===== src/rtl/qdr_req_arbiter.sv =====
// ============================================================================
// qdr_req_arbiter
// ----------------------------------------------------------------------------
// Round-robin arbiter that shares one QDR SRAM user command port between the
// packet datapath (requester 0) and the register/host path (requester 1).
// Reads return in order. A tag FIFO records the owner of every outstanding
// read so that each return is routed back to the requester that issued it.
// A drain handshake quiesces the port before the controller switches banks.
//
// Ports
//   axi_aclk, axi_reset            clock, synchronous active-high reset
//   req_valid_N / req_ready_N      command handshake per requester
//   req_wr_N, req_addr_N, req_wdata_N   command fields per requester
//   rsp_valid_N, rsp_data_N        read return per requester (no backpressure)
//   mem_cmd_*                      command to the QDR controller
//   mem_rd_valid, mem_rd_data      in-order read return from the controller
//   drain_req / drain_done         quiesce request (level) / quiesced status
//   rsp_err                        sticky: read return with no read outstanding
//
// Build option
//   QDR_ARB_STATS_EN  adds 32-bit counters stat_grant_0, stat_grant_1 and
//                     stat_stall (cycles with mem_cmd_valid & ~mem_cmd_ready).
//
// TAG_DEPTH must be a power of two and at least 2.
// ============================================================================
module qdr_req_arbiter #(
    parameter int ADDR_WIDTH = 19,
    parameter int DATA_WIDTH = 144,
    parameter int TAG_DEPTH  = 16
) (
    input  logic                  axi_aclk,
    input  logic                  axi_reset,

    input  logic                  req_valid_0,
    output logic                  req_ready_0,
    input  logic                  req_wr_0,
    input  logic [ADDR_WIDTH-1:0] req_addr_0,
    input  logic [DATA_WIDTH-1:0] req_wdata_0,

    input  logic                  req_valid_1,
    output logic                  req_ready_1,
    input  logic                  req_wr_1,
    input  logic [ADDR_WIDTH-1:0] req_addr_1,
    input  logic [DATA_WIDTH-1:0] req_wdata_1,

    output logic                  rsp_valid_0,
    output logic [DATA_WIDTH-1:0] rsp_data_0,
    output logic                  rsp_valid_1,
    output logic [DATA_WIDTH-1:0] rsp_data_1,

    output logic                  mem_cmd_valid,
    input  logic                  mem_cmd_ready,
    output logic                  mem_cmd_wr,
    output logic [ADDR_WIDTH-1:0] mem_cmd_addr,
    output logic [DATA_WIDTH-1:0] mem_cmd_wdata,
    input  logic                  mem_rd_valid,
    input  logic [DATA_WIDTH-1:0] mem_rd_data,

    input  logic                  drain_req,
    output logic                  drain_done,
    output logic                  rsp_err
`ifdef QDR_ARB_STATS_EN
    ,
    output logic [31:0]           stat_grant_0,
    output logic [31:0]           stat_grant_1,
    output logic [31:0]           stat_stall
`endif
);

    localparam int PTR_W = $clog2(TAG_DEPTH);
    localparam int CNT_W = PTR_W + 1;
    localparam logic [CNT_W-1:0] CNT_FULL = CNT_W'(TAG_DEPTH);

    typedef enum logic [1:0] {
        RUN    = 2'd0,
        DRAIN  = 2'd1,
        HALTED = 2'd2
    } state_t;

    state_t             state;
    logic               last;          // most recent grantee
    logic [CNT_W-1:0]   count;         // outstanding reads
    logic [CNT_W-1:0]   count_nxt;
    logic [PTR_W-1:0]   wr_ptr;
    logic [PTR_W-1:0]   rd_ptr;
    logic               tag_mem [TAG_DEPTH];

    logic run_now;
    logic rd_ok;
    logic elig_0, elig_1;
    logic gnt_0, gnt_1;
    logic handshake;
    logic push, pop;
    logic pop_id;

    // ------------------------------------------------------------------------
    // Eligibility and grant
    // ------------------------------------------------------------------------
    // drain_req bypasses the state register so that no command issues in the
    // very cycle drain is requested. Reset gates grants so every output is 0
    // while axi_reset is held.
    assign run_now = (state == RUN) && !drain_req && !axi_reset;
    assign rd_ok   = (count < CNT_FULL);

    // A full tag FIFO blocks only reads; writes keep flowing.
    assign elig_0 = req_valid_0 && run_now && (req_wr_0 || rd_ok);
    assign elig_1 = req_valid_1 && run_now && (req_wr_1 || rd_ok);

    // The requester that was not granted last has priority under contention.
    assign gnt_0 = elig_0 && (!elig_1 || last);
    assign gnt_1 = elig_1 && (!elig_0 || !last);

    assign req_ready_0 = gnt_0 && mem_cmd_ready;
    assign req_ready_1 = gnt_1 && mem_cmd_ready;

    always_comb begin
        // NOTE: every always_comb output gets a default first so no path can
        // leave it unassigned and infer a latch.
        mem_cmd_valid = 1'b0;
        mem_cmd_wr    = 1'b0;
        mem_cmd_addr  = '0;
        mem_cmd_wdata = '0;
        if (gnt_0) begin
            mem_cmd_valid = 1'b1;
            mem_cmd_wr    = req_wr_0;
            mem_cmd_addr  = req_addr_0;
            mem_cmd_wdata = req_wdata_0;
        end else if (gnt_1) begin
            mem_cmd_valid = 1'b1;
            mem_cmd_wr    = req_wr_1;
            mem_cmd_addr  = req_addr_1;
            mem_cmd_wdata = req_wdata_1;
        end
    end

    assign handshake = mem_cmd_valid && mem_cmd_ready;

    // ------------------------------------------------------------------------
    // Read tag tracking
    // ------------------------------------------------------------------------
    assign push   = handshake && !mem_cmd_wr;
    assign pop    = mem_rd_valid && (count != '0);
    assign pop_id = tag_mem[rd_ptr];

    always_comb begin
        count_nxt = count;
        case ({push, pop})
            2'b10:   count_nxt = count + 1'b1;
            2'b01:   count_nxt = count - 1'b1;
            default: count_nxt = count;
        endcase
    end

    // NOTE: the tag storage is not reset; the pointers and count define which
    // entries are meaningful, so clearing the array would only cost logic.
    always_ff @(posedge axi_aclk) begin
        if (push) begin
            tag_mem[wr_ptr] <= gnt_1;
        end
    end

    always_ff @(posedge axi_aclk) begin
        // NOTE: sequential state uses non-blocking assignments so every
        // register samples pre-edge values regardless of statement order.
        if (axi_reset) begin
            last        <= 1'b1;
            count       <= '0;
            wr_ptr      <= '0;
            rd_ptr      <= '0;
            rsp_valid_0 <= 1'b0;
            rsp_valid_1 <= 1'b0;
            rsp_data_0  <= '0;
            rsp_data_1  <= '0;
            rsp_err     <= 1'b0;
        end else begin
            count <= count_nxt;
            if (handshake) begin
                last <= gnt_1;
            end
            if (push) begin
                wr_ptr <= wr_ptr + 1'b1;
            end
            if (pop) begin
                rd_ptr <= rd_ptr + 1'b1;
            end

            rsp_valid_0 <= pop && !pop_id;
            rsp_valid_1 <= pop && pop_id;
            if (pop && !pop_id) begin
                rsp_data_0 <= mem_rd_data;
            end
            if (pop && pop_id) begin
                rsp_data_1 <= mem_rd_data;
            end

            // A return with nothing outstanding is dropped and flagged.
            if (mem_rd_valid && (count == '0)) begin
                rsp_err <= 1'b1;
            end
        end
    end

    // ------------------------------------------------------------------------
    // Drain state machine
    // ------------------------------------------------------------------------
    // DRAIN looks at the next count so drain_done rises the cycle after the
    // last return lands. No pushes happen in DRAIN, so count_nxt only falls.
    always_ff @(posedge axi_aclk) begin
        if (axi_reset) begin
            state      <= RUN;
            drain_done <= 1'b0;
        end else begin
            case (state)
                RUN: begin
                    drain_done <= 1'b0;
                    if (drain_req) begin
                        state <= DRAIN;
                    end
                end
                DRAIN: begin
                    if (!drain_req) begin
                        state      <= RUN;
                        drain_done <= 1'b0;
                    end else if (count_nxt == '0) begin
                        state      <= HALTED;
                        drain_done <= 1'b1;
                    end
                end
                HALTED: begin
                    if (!drain_req) begin
                        state      <= RUN;
                        drain_done <= 1'b0;
                    end else begin
                        drain_done <= 1'b1;
                    end
                end
                default: begin
                    state      <= RUN;
                    drain_done <= 1'b0;
                end
            endcase
        end
    end

`ifdef QDR_ARB_STATS_EN
    // ------------------------------------------------------------------------
    // Statistics (wrap at 2^32)
    // ------------------------------------------------------------------------
    always_ff @(posedge axi_aclk) begin
        if (axi_reset) begin
            stat_grant_0 <= '0;
            stat_grant_1 <= '0;
            stat_stall   <= '0;
        end else begin
            if (req_ready_0) begin
                stat_grant_0 <= stat_grant_0 + 32'd1;
            end
            if (req_ready_1) begin
                stat_grant_1 <= stat_grant_1 + 32'd1;
            end
            if (mem_cmd_valid && !mem_cmd_ready) begin
                stat_stall <= stat_stall + 32'd1;
            end
        end
    end
`endif

endmodule

===== config.mk =====
export PLATFORM = sky130hd
export DESIGN_NAME = qdr_req_arbiter
export DESIGN_NICKNAME = d
export VERILOG_FILES = /design/src/rtl/qdr_req_arbiter.sv
export SDC_FILE = /design/constraint.sdc
export NUM_CORES = 1
export LEC_CHECK = 0
export ABC_AREA = 1
export CAP_MARGIN = 40
export CORE_AREA = 2 2 368 370
export CTS_CLUSTER_DIAMETER = 60
export DETAILED_ROUTE_END_ITERATION = 10
export DIE_AREA = 0 0 370 372
export PLACE_DENSITY = 0.35
export SLEW_MARGIN = 20
export SYNTH_ARGS = -nofsm -noshare
export SYNTH_HDL_FRONTEND = slang
export SYNTH_SLANG_ARGS = --single-unit

===== constraint.sdc =====
create_clock -name axi_aclk -period 3.4 [get_ports axi_aclk]
set_clock_uncertainty 0.15 [all_clocks]
set_input_delay 0.68 -clock axi_aclk [delete_from_list [all_inputs] [get_ports axi_aclk]]
set_output_delay 0.68 -clock axi_aclk [all_outputs]
set_load 0.01 [all_outputs]

# Yosys cells after proc, flatten, opt, wreduce, memory -nomap -nowiden
# Memories as Yosys holds them, arrays and structs flattened. A register that Yosys moved wholly into a read port is not among the register bits.
# Cells that the tools add are included.
[op_classes] n_addsub=4 n_mul=0 n_div=0 n_lt_le_gt_ge=1 eq_ne=7 n_shift=0 mux=22 bitwise=0 reduce_logical=32
[op_table] op="two-way mux 144 bit" n=2
[op_table] op="two-way mux 19 bit" n=2
[op_table] op="logical AND 1 bit" n=16
[op_table] op="zero test 5 bit" n=2
[op_table] op="one-hot mux 5 bit (2 select lines)" n=1
[op_table] op="two-way mux 1 bit" n=9
[op_table] op="adder 4 x 1 -> 4 bit, second input constant" n=2
[op_table] op="two-way mux 2 bit" n=4
[op_table] op="two-way mux 4 bit" n=2
[op_table] op="zero test 1 bit" n=7
[op_table] op="one-hot mux 2 bit (3 select lines)" n=1
[op_table] op="adder 5 x 1 -> 5 bit, second input constant" n=1
[op_table] op="< comparator 5 bit, second input constant" n=1
[op_table] op="nonzero test 5 bit" n=1
[op_table] op="subtractor 5 x 1 -> 5 bit, second input constant" n=1
[op_table] op="equality test 2 x 1 -> 1 bit, second input constant" n=2
[op_table] op="equality test 2 bit, second input constant" n=2
[op_table] op="logical OR 1 bit" n=4
[op_table] op="inequality test 2 bit, second input constant" n=2
[op_table] op="inequality test 3 bit, second input constant" n=1
[op_table] op="AND reduction 3 bit" n=1
[op_table] op="zero test 2 bit" n=1
[op_table] op="one-hot mux 1 bit (2 select lines)" n=1
[word_totals] ff_bits=308 latchBits=0 ramBits=16 mem_bits_ro=0 input_bits=479 output_inout_bits=459 elab_cells=78 mem_count=1
[memory_table] memory="tag_mem" depth=16 word_bits=1 rd=1 rd_ports_with_merged_regs=1 write_ports=1 line_no="86" rtl="logic tag_mem [TAG_DEPTH];"

# Depth between registers and ports, before layout
[logic_depth] word_depth=18 depth_mapped=32 depth_no_buf=31

# Worst setup path after synthesis
# No wires, ideal clock.
[synth_path] path_type="input -> register" from="input drain_req" to="register state[0]" setup_ns=0.115 t_arrival_ns=3.223 t_required_ns=3.135 path_slack_ns=-0.088 path_stages=29 n_path_buf=1 cell_sequence="nor2_1 > nand2_1 > inv_1 > nand2_1 > a21oi_1 > inv_1 > nand2_1 > nand2_1 > nor2_4 > inv_2 > ha_1 > clkbuf_1 > nand2_1 > inv_1 > nor2_1 > ha_1 > inv_1 > nand2_1 > nand3_1 > nand2_1 > nand2_1 > nand2_1 > nand2_1 > nand2_1 > nand3_1 > nand2_1 > nand3_1 > nand2_1 > nor2_1"
[synth_via] elab_chain_len=17 elab_cells_between_ends=30 classes_between="5 x eq/ne; 7 x mux; 18 x reduce/logical"
[synth_rtl] item="start, declared" line_no="59" rtl="input logic drain_req,"
[synth_rtl] item="zero test 1 bit *"
[synth_rtl] item="logical AND 1 bit * (2 in a row)" line_no="102" rtl="assign run_now = (state == RUN) && !drain_req && !axi_reset;"
[synth_rtl] item="logical AND 1 bit (2 in a row)" line_no="106" rtl="assign elig_0 = req_valid_0 && run_now && (req_wr_0 || rd_ok);"
[synth_rtl] item="zero test 1 bit" line_no="111" rtl="assign gnt_1 = elig_1 && (!elig_0 || !last);"
[synth_rtl] item="logical OR 1 bit" line_no="111"
[synth_rtl] item="logical AND 1 bit" line_no="111"
[synth_rtl] item="two-way mux 1 bit" line_no="128" rtl="end else if (gnt_1) begin"
[synth_rtl] item="two-way mux 1 bit *" line_no="123" rtl="if (gnt_0) begin"
[synth_rtl] item="net mem_cmd_valid" line_no="51" rtl="output logic mem_cmd_valid,"
[synth_rtl] item="logical AND 1 bit *" line_no="136" rtl="assign handshake = mem_cmd_valid && mem_cmd_ready;"
[synth_rtl] item="logical AND 1 bit *" line_no="141" rtl="assign push = handshake && !mem_cmd_wr;"
[synth_rtl] item="equality test 2 x 1 -> 1 bit or equality test 2 bit (tied branches)" line_no="147" rtl="case ({push, pop})"
[synth_rtl] item="one-hot mux 5 bit (2 select lines) *" line_no="147"
[synth_rtl] item="zero test 5 bit *" line_no="224" rtl="end else if (count_nxt == '0) begin"
[synth_rtl] item="inequality test 3 bit (no line) *"
[synth_rtl] item="AND reduction 3 bit (no line) *"
[synth_rtl] item="end signal, assigned" line_no="222" rtl="state <= RUN;"
[synth_rtl] item="end signal, assigned" line_no="225" rtl="state <= HALTED;"
[synth_rtl] item="end signal, assigned" line_no="231" rtl="state <= RUN;"
[synth_rtl] item="end, declared" line_no="80" rtl="state_t state;"
# The timed path passes the listed nets; every way through them passes the cells marked *.
# A chain may end at the register's enable or synchronous reset.

# Worst setup path after layout
[layout_path] from="register state[1]" to="output mem_cmd_wdata[22]"
[layout_via] elab_chain_len=10 elab_cells_between_ends=15 classes_between="2 x mux; 13 x reduce/logical"
[layout_rtl] item="start signal, assigned" line_no="210" rtl="state <= RUN;"
[layout_rtl] item="start signal, assigned" line_no="217" rtl="state <= DRAIN;"
[layout_rtl] item="start signal, assigned" line_no="222"
[layout_rtl] item="zero test 2 bit *" line_no="102"
[layout_rtl] item="logical AND 1 bit * (2 in a row)" line_no="102"
[layout_rtl] item="logical AND 1 bit (2 in a row)" line_no="106"
[layout_rtl] item="zero test 1 bit" line_no="111"
[layout_rtl] item="logical OR 1 bit" line_no="111"
[layout_rtl] item="logical AND 1 bit" line_no="111"
[layout_rtl] item="two-way mux 144 bit" line_no="128"
[layout_rtl] item="two-way mux 144 bit *" line_no="123"
[layout_rtl] item="end, declared" line_no="55" rtl="output logic [DATA_WIDTH-1:0] mem_cmd_wdata,"
# Every way passes the cells marked *; elsewhere a longest branch is shown, timed or not.

==> flow_metrics.env <==
export IMPL_synthDistinctLibCells=33
export IMPL_synth_edf_count=16
export IMPL_maxCapViolations=0
export IMPL_crit_buf_inv=9
export IMPL_max_slew_margin_pct=42.9
export IMPL_die_h_um=372
export IMPL_yosysSeqAreaShare_pct=48.8
export IMPL_cts_buffer_depth=3
export IMPL_viasPerCell=3.70
export IMPL_cts_tree="done"
export IMPL_wl_per_cell_um=23.8
export IMPL_synth_area_um2=13800
export IMPL_grt_pass1_vias=16700
export IMPL_die_area_um2=138000
export IMPL_antenna_found_initial=59
export IMPL_outcome="complete, but fails checks"
export IMPL_synth_top_area_share_pct=45.3
export IMPL_port_buffers=937
export IMPL_finalWeightedCongestion=0.872
export IMPL_rrSetupSlack_ns=0.05
export IMPL_place_hpwl_mm=82.5
export IMPL_drc=0
export IMPL_min_from="rsp_data_0[92]"
export IMPL_cts_max_level=2
export IMPL_leakage_nw=10.6
export IMPL_timing_final_crit_share_pct=102
export IMPL_crit_type="register to output pin"
export IMPL_syn_inst=1717
export IMPL_async_flop_share_pct=0
export IMPL_num_rows=135
export IMPL_worstPathMaxFanout=7
export IMPL_grt_use_total_pct=14.7
export IMPL_fmax_ghz=0.287
export IMPL_routed_wl_mm=108
export IMPL_die_w_um=370
export IMPL_rr_endpoint="state[0]"
export IMPL_drt_iter0_markers=833
export IMPL_cp_start_kind="register"
export IMPL_avgSynthCellArea_um2=8.03
export IMPL_r2r_start="state[1]"
export IMPL_r2r_cells=30
export IMPL_hold_end="rsp_data_0[92]"
export IMPL_ys_warn_count=0
export IMPL_post_place_ws_ns=-0.749
export IMPL_ys_seq_elements=328
export IMPL_tns_ns=-3.08
export IMPL_critPathRequiredTime_ns=2.57
export IMPL_finalHoldViolCount=0
export IMPL_grt_overflow=0
export IMPL_layout_commonest_cell="clkdlybuf4s50_1"
export IMPL_postLayoutCellArea_um2=28400
export IMPL_clkTransAtPathRegs_ns=0.06
export IMPL_via_count=16800
export IMPL_ys_flop_type="dfxtp_1"
export IMPL_hold_class="register to register"
export IMPL_drv_slew=0
export IMPL_finalNetCount=3195
export IMPL_crit_path_top_delay_cell="dfxtp_2"
export IMPL_p_per_area_nw_per_um2=755
export IMPL_layout_drive_gt1_share_pct=16.8
export IMPL_cts_sinks=328
export IMPL_grt_pass1_wl_mm=142
export IMPL_start_util_pct=10.3
export IMPL_hold_depth=2
export IMPL_most_common_layout_cells="768 x clkdlybuf4s50_1, 315 x nor2_1, 310 x dfxtp_1, 186 x nand2_1, 158 x a21oi_1"
export IMPL_area_delta_synth_final_pct=106
export IMPL_violations="negative setup slack"
export IMPL_cts_root_buf="clkbuf_16"
export IMPL_rsz0062_at_grt="true"
export IMPL_setup_violations_final=78
export IMPL_arrival_ns=2.65
export IMPL_critPathCaptureType="output pin"
export IMPL_syn_nets=2208
export IMPL_place_area_um2=25500
export IMPL_grt_max_degree=85
export IMPL_synth_area_leader_cell="dfxtp_1"
export IMPL_tightest_slew_ns=0.857
export IMPL_synthTopCellsByArea="dfxtp_1 45%, a22o_1 10%, nor2_1 8.7%"
export IMPL_power_w=0.0214
export IMPL_pin_count=938
export IMPL_critPathTopFamily="buffers and inverters"
export IMPL_firstDrtPassIters=5
export IMPL_coreArea_um2=134000
export IMPL_slowest_delay_ns=0.32
export IMPL_final_min_clock_period_ns=3.48
export IMPL_peakVddDrop_mv=0.491
export IMPL_clk_latency_ns=0.62
export IMPL_drtAntennaViolNets=0
export IMPL_crit_chain="inv_2 -> ha_4 -> inv_2 -> nor2_4 -> nand2_4 -> inv_2 -> nand2_4 -> buf_6 -> a21oi_4 -> buf_12 -> buf_6 -> buf_6 -> buf_16 -> a22o_1 -> buf_2"
export IMPL_setup_ws_ns=-0.0804
export IMPL_cts_buffers=50
-- synthesized netlist by cell type, drive strengths merged, types with 4 or more instances --
cell type and number:
a21oi 159, o211ai 4, o21ai 167, nand2 198
dfxtp 312, edfxtp 16, inv 40, a22o 163
xor2 4, buf 75, ha 12, nor2 331
nand3 155, clkbuf 74
-- cell families after synthesis --
family,Yosys count,share of synthesized area (%)
AND/OR/NAND/NOR,688,20.5
adder cells (fa/ha/maj),12,1.09
flip-flops,328,48.8
AO/OA/AOI/OAI,496,22.6
buffers and inverters,189,6.75
XOR/XNOR,4,0.254
-- tightest hold or removal path: cells and delay by family (launching register included) --
family	cells	cell delay, ns
AO/OA/AOI/OAI	1	0.05
flip-flops	1	0.31
AND/OR/NAND/NOR	1	0.06
-- registers in the layout (all words and copies together), names as in the netlist, named ones only --
signal	flops
rsp_valid_1	1
rsp_data_0	144
count	5
rd_ptr	4
drain_done	1
last	1
wr_ptr	4
state	2
rsp_err	1
rsp_valid_0	1
rsp_data_1	144
tag_mem	16
-- timing repair --
action                     in CTS  in global routing
setup endpoints to repair     165                169
hold buffers                    0                  0
pin swaps                      25                 38
resized for setup             796                 64
hold endpoints to repair        0                  0
setup buffers                  46                 12
cloned                         19                  6
-- power breakdown --
group	internal, W	switching, W
Clock	0.00351	0.00212
Combinational	0.00472	0.00545
Sequential	0.00501	0.000622
-- metrics by stage --
stage	cells	utilization, %	hold WS, ns
4_1_cts	4518	20.9	0.310
6_report	4534	21.1	0.307
3_5_place_dp	4364	19.0	0.300
2_1_floorplan	1717	-	0.293
5_1_grt	4533	21.1	0.324
3_3_place_gp	4364	19.0	0.298
-- layer usage --
| layer | global-route usage, % | wire length, um | vias up |
|---|---|---|---|
| met5 | 0 | 28 | - |
| met4 | 6.07 | 4880 | 4 |
| met3 | 3.24 | 6050 | 221 |
| met2 | 28.2 | 58100 | 725 |
| met1 | 15.4 | 38900 | 7945 |
| li1 | - | - | 7894 |
-- cell type report --
cell class | instances | area, um^2
clock buffer | 69 | 1430
fill | 14900 | 106000
tap | 1781 | 2230
multi-input combinational | 1200 | 6370
timing repair buffer | 1084 | 11000
antenna | 9 | 22.5
inverter | 40 | 175
sequential | 328 | 6730
clock inverter | 23 | 374
-- worst max-delay path by stage --
| stage | startpoint | to | slack (ns) | cells past startpoint |
|---|---|---|---|---|
| 2_1_floorplan | drain_req | state[0] | 0.004 | 29 |
| 3_3_place_gp | drain_req | mem_cmd_wdata[67] | -0.75 | 11 |
| 3_5_place_dp | drain_req | mem_cmd_addr[16] | -0.75 | 11 |
| 4_1_cts | state[0] | mem_cmd_wdata[74] | -0.20 | 16 |
| 5_1_grt | state[1] | mem_cmd_addr[6] | -0.20 | 15 |
| 6_report | state[1] | mem_cmd_wdata[22] | -0.08 | 15 |
Power figures use the tool's default switching activity.
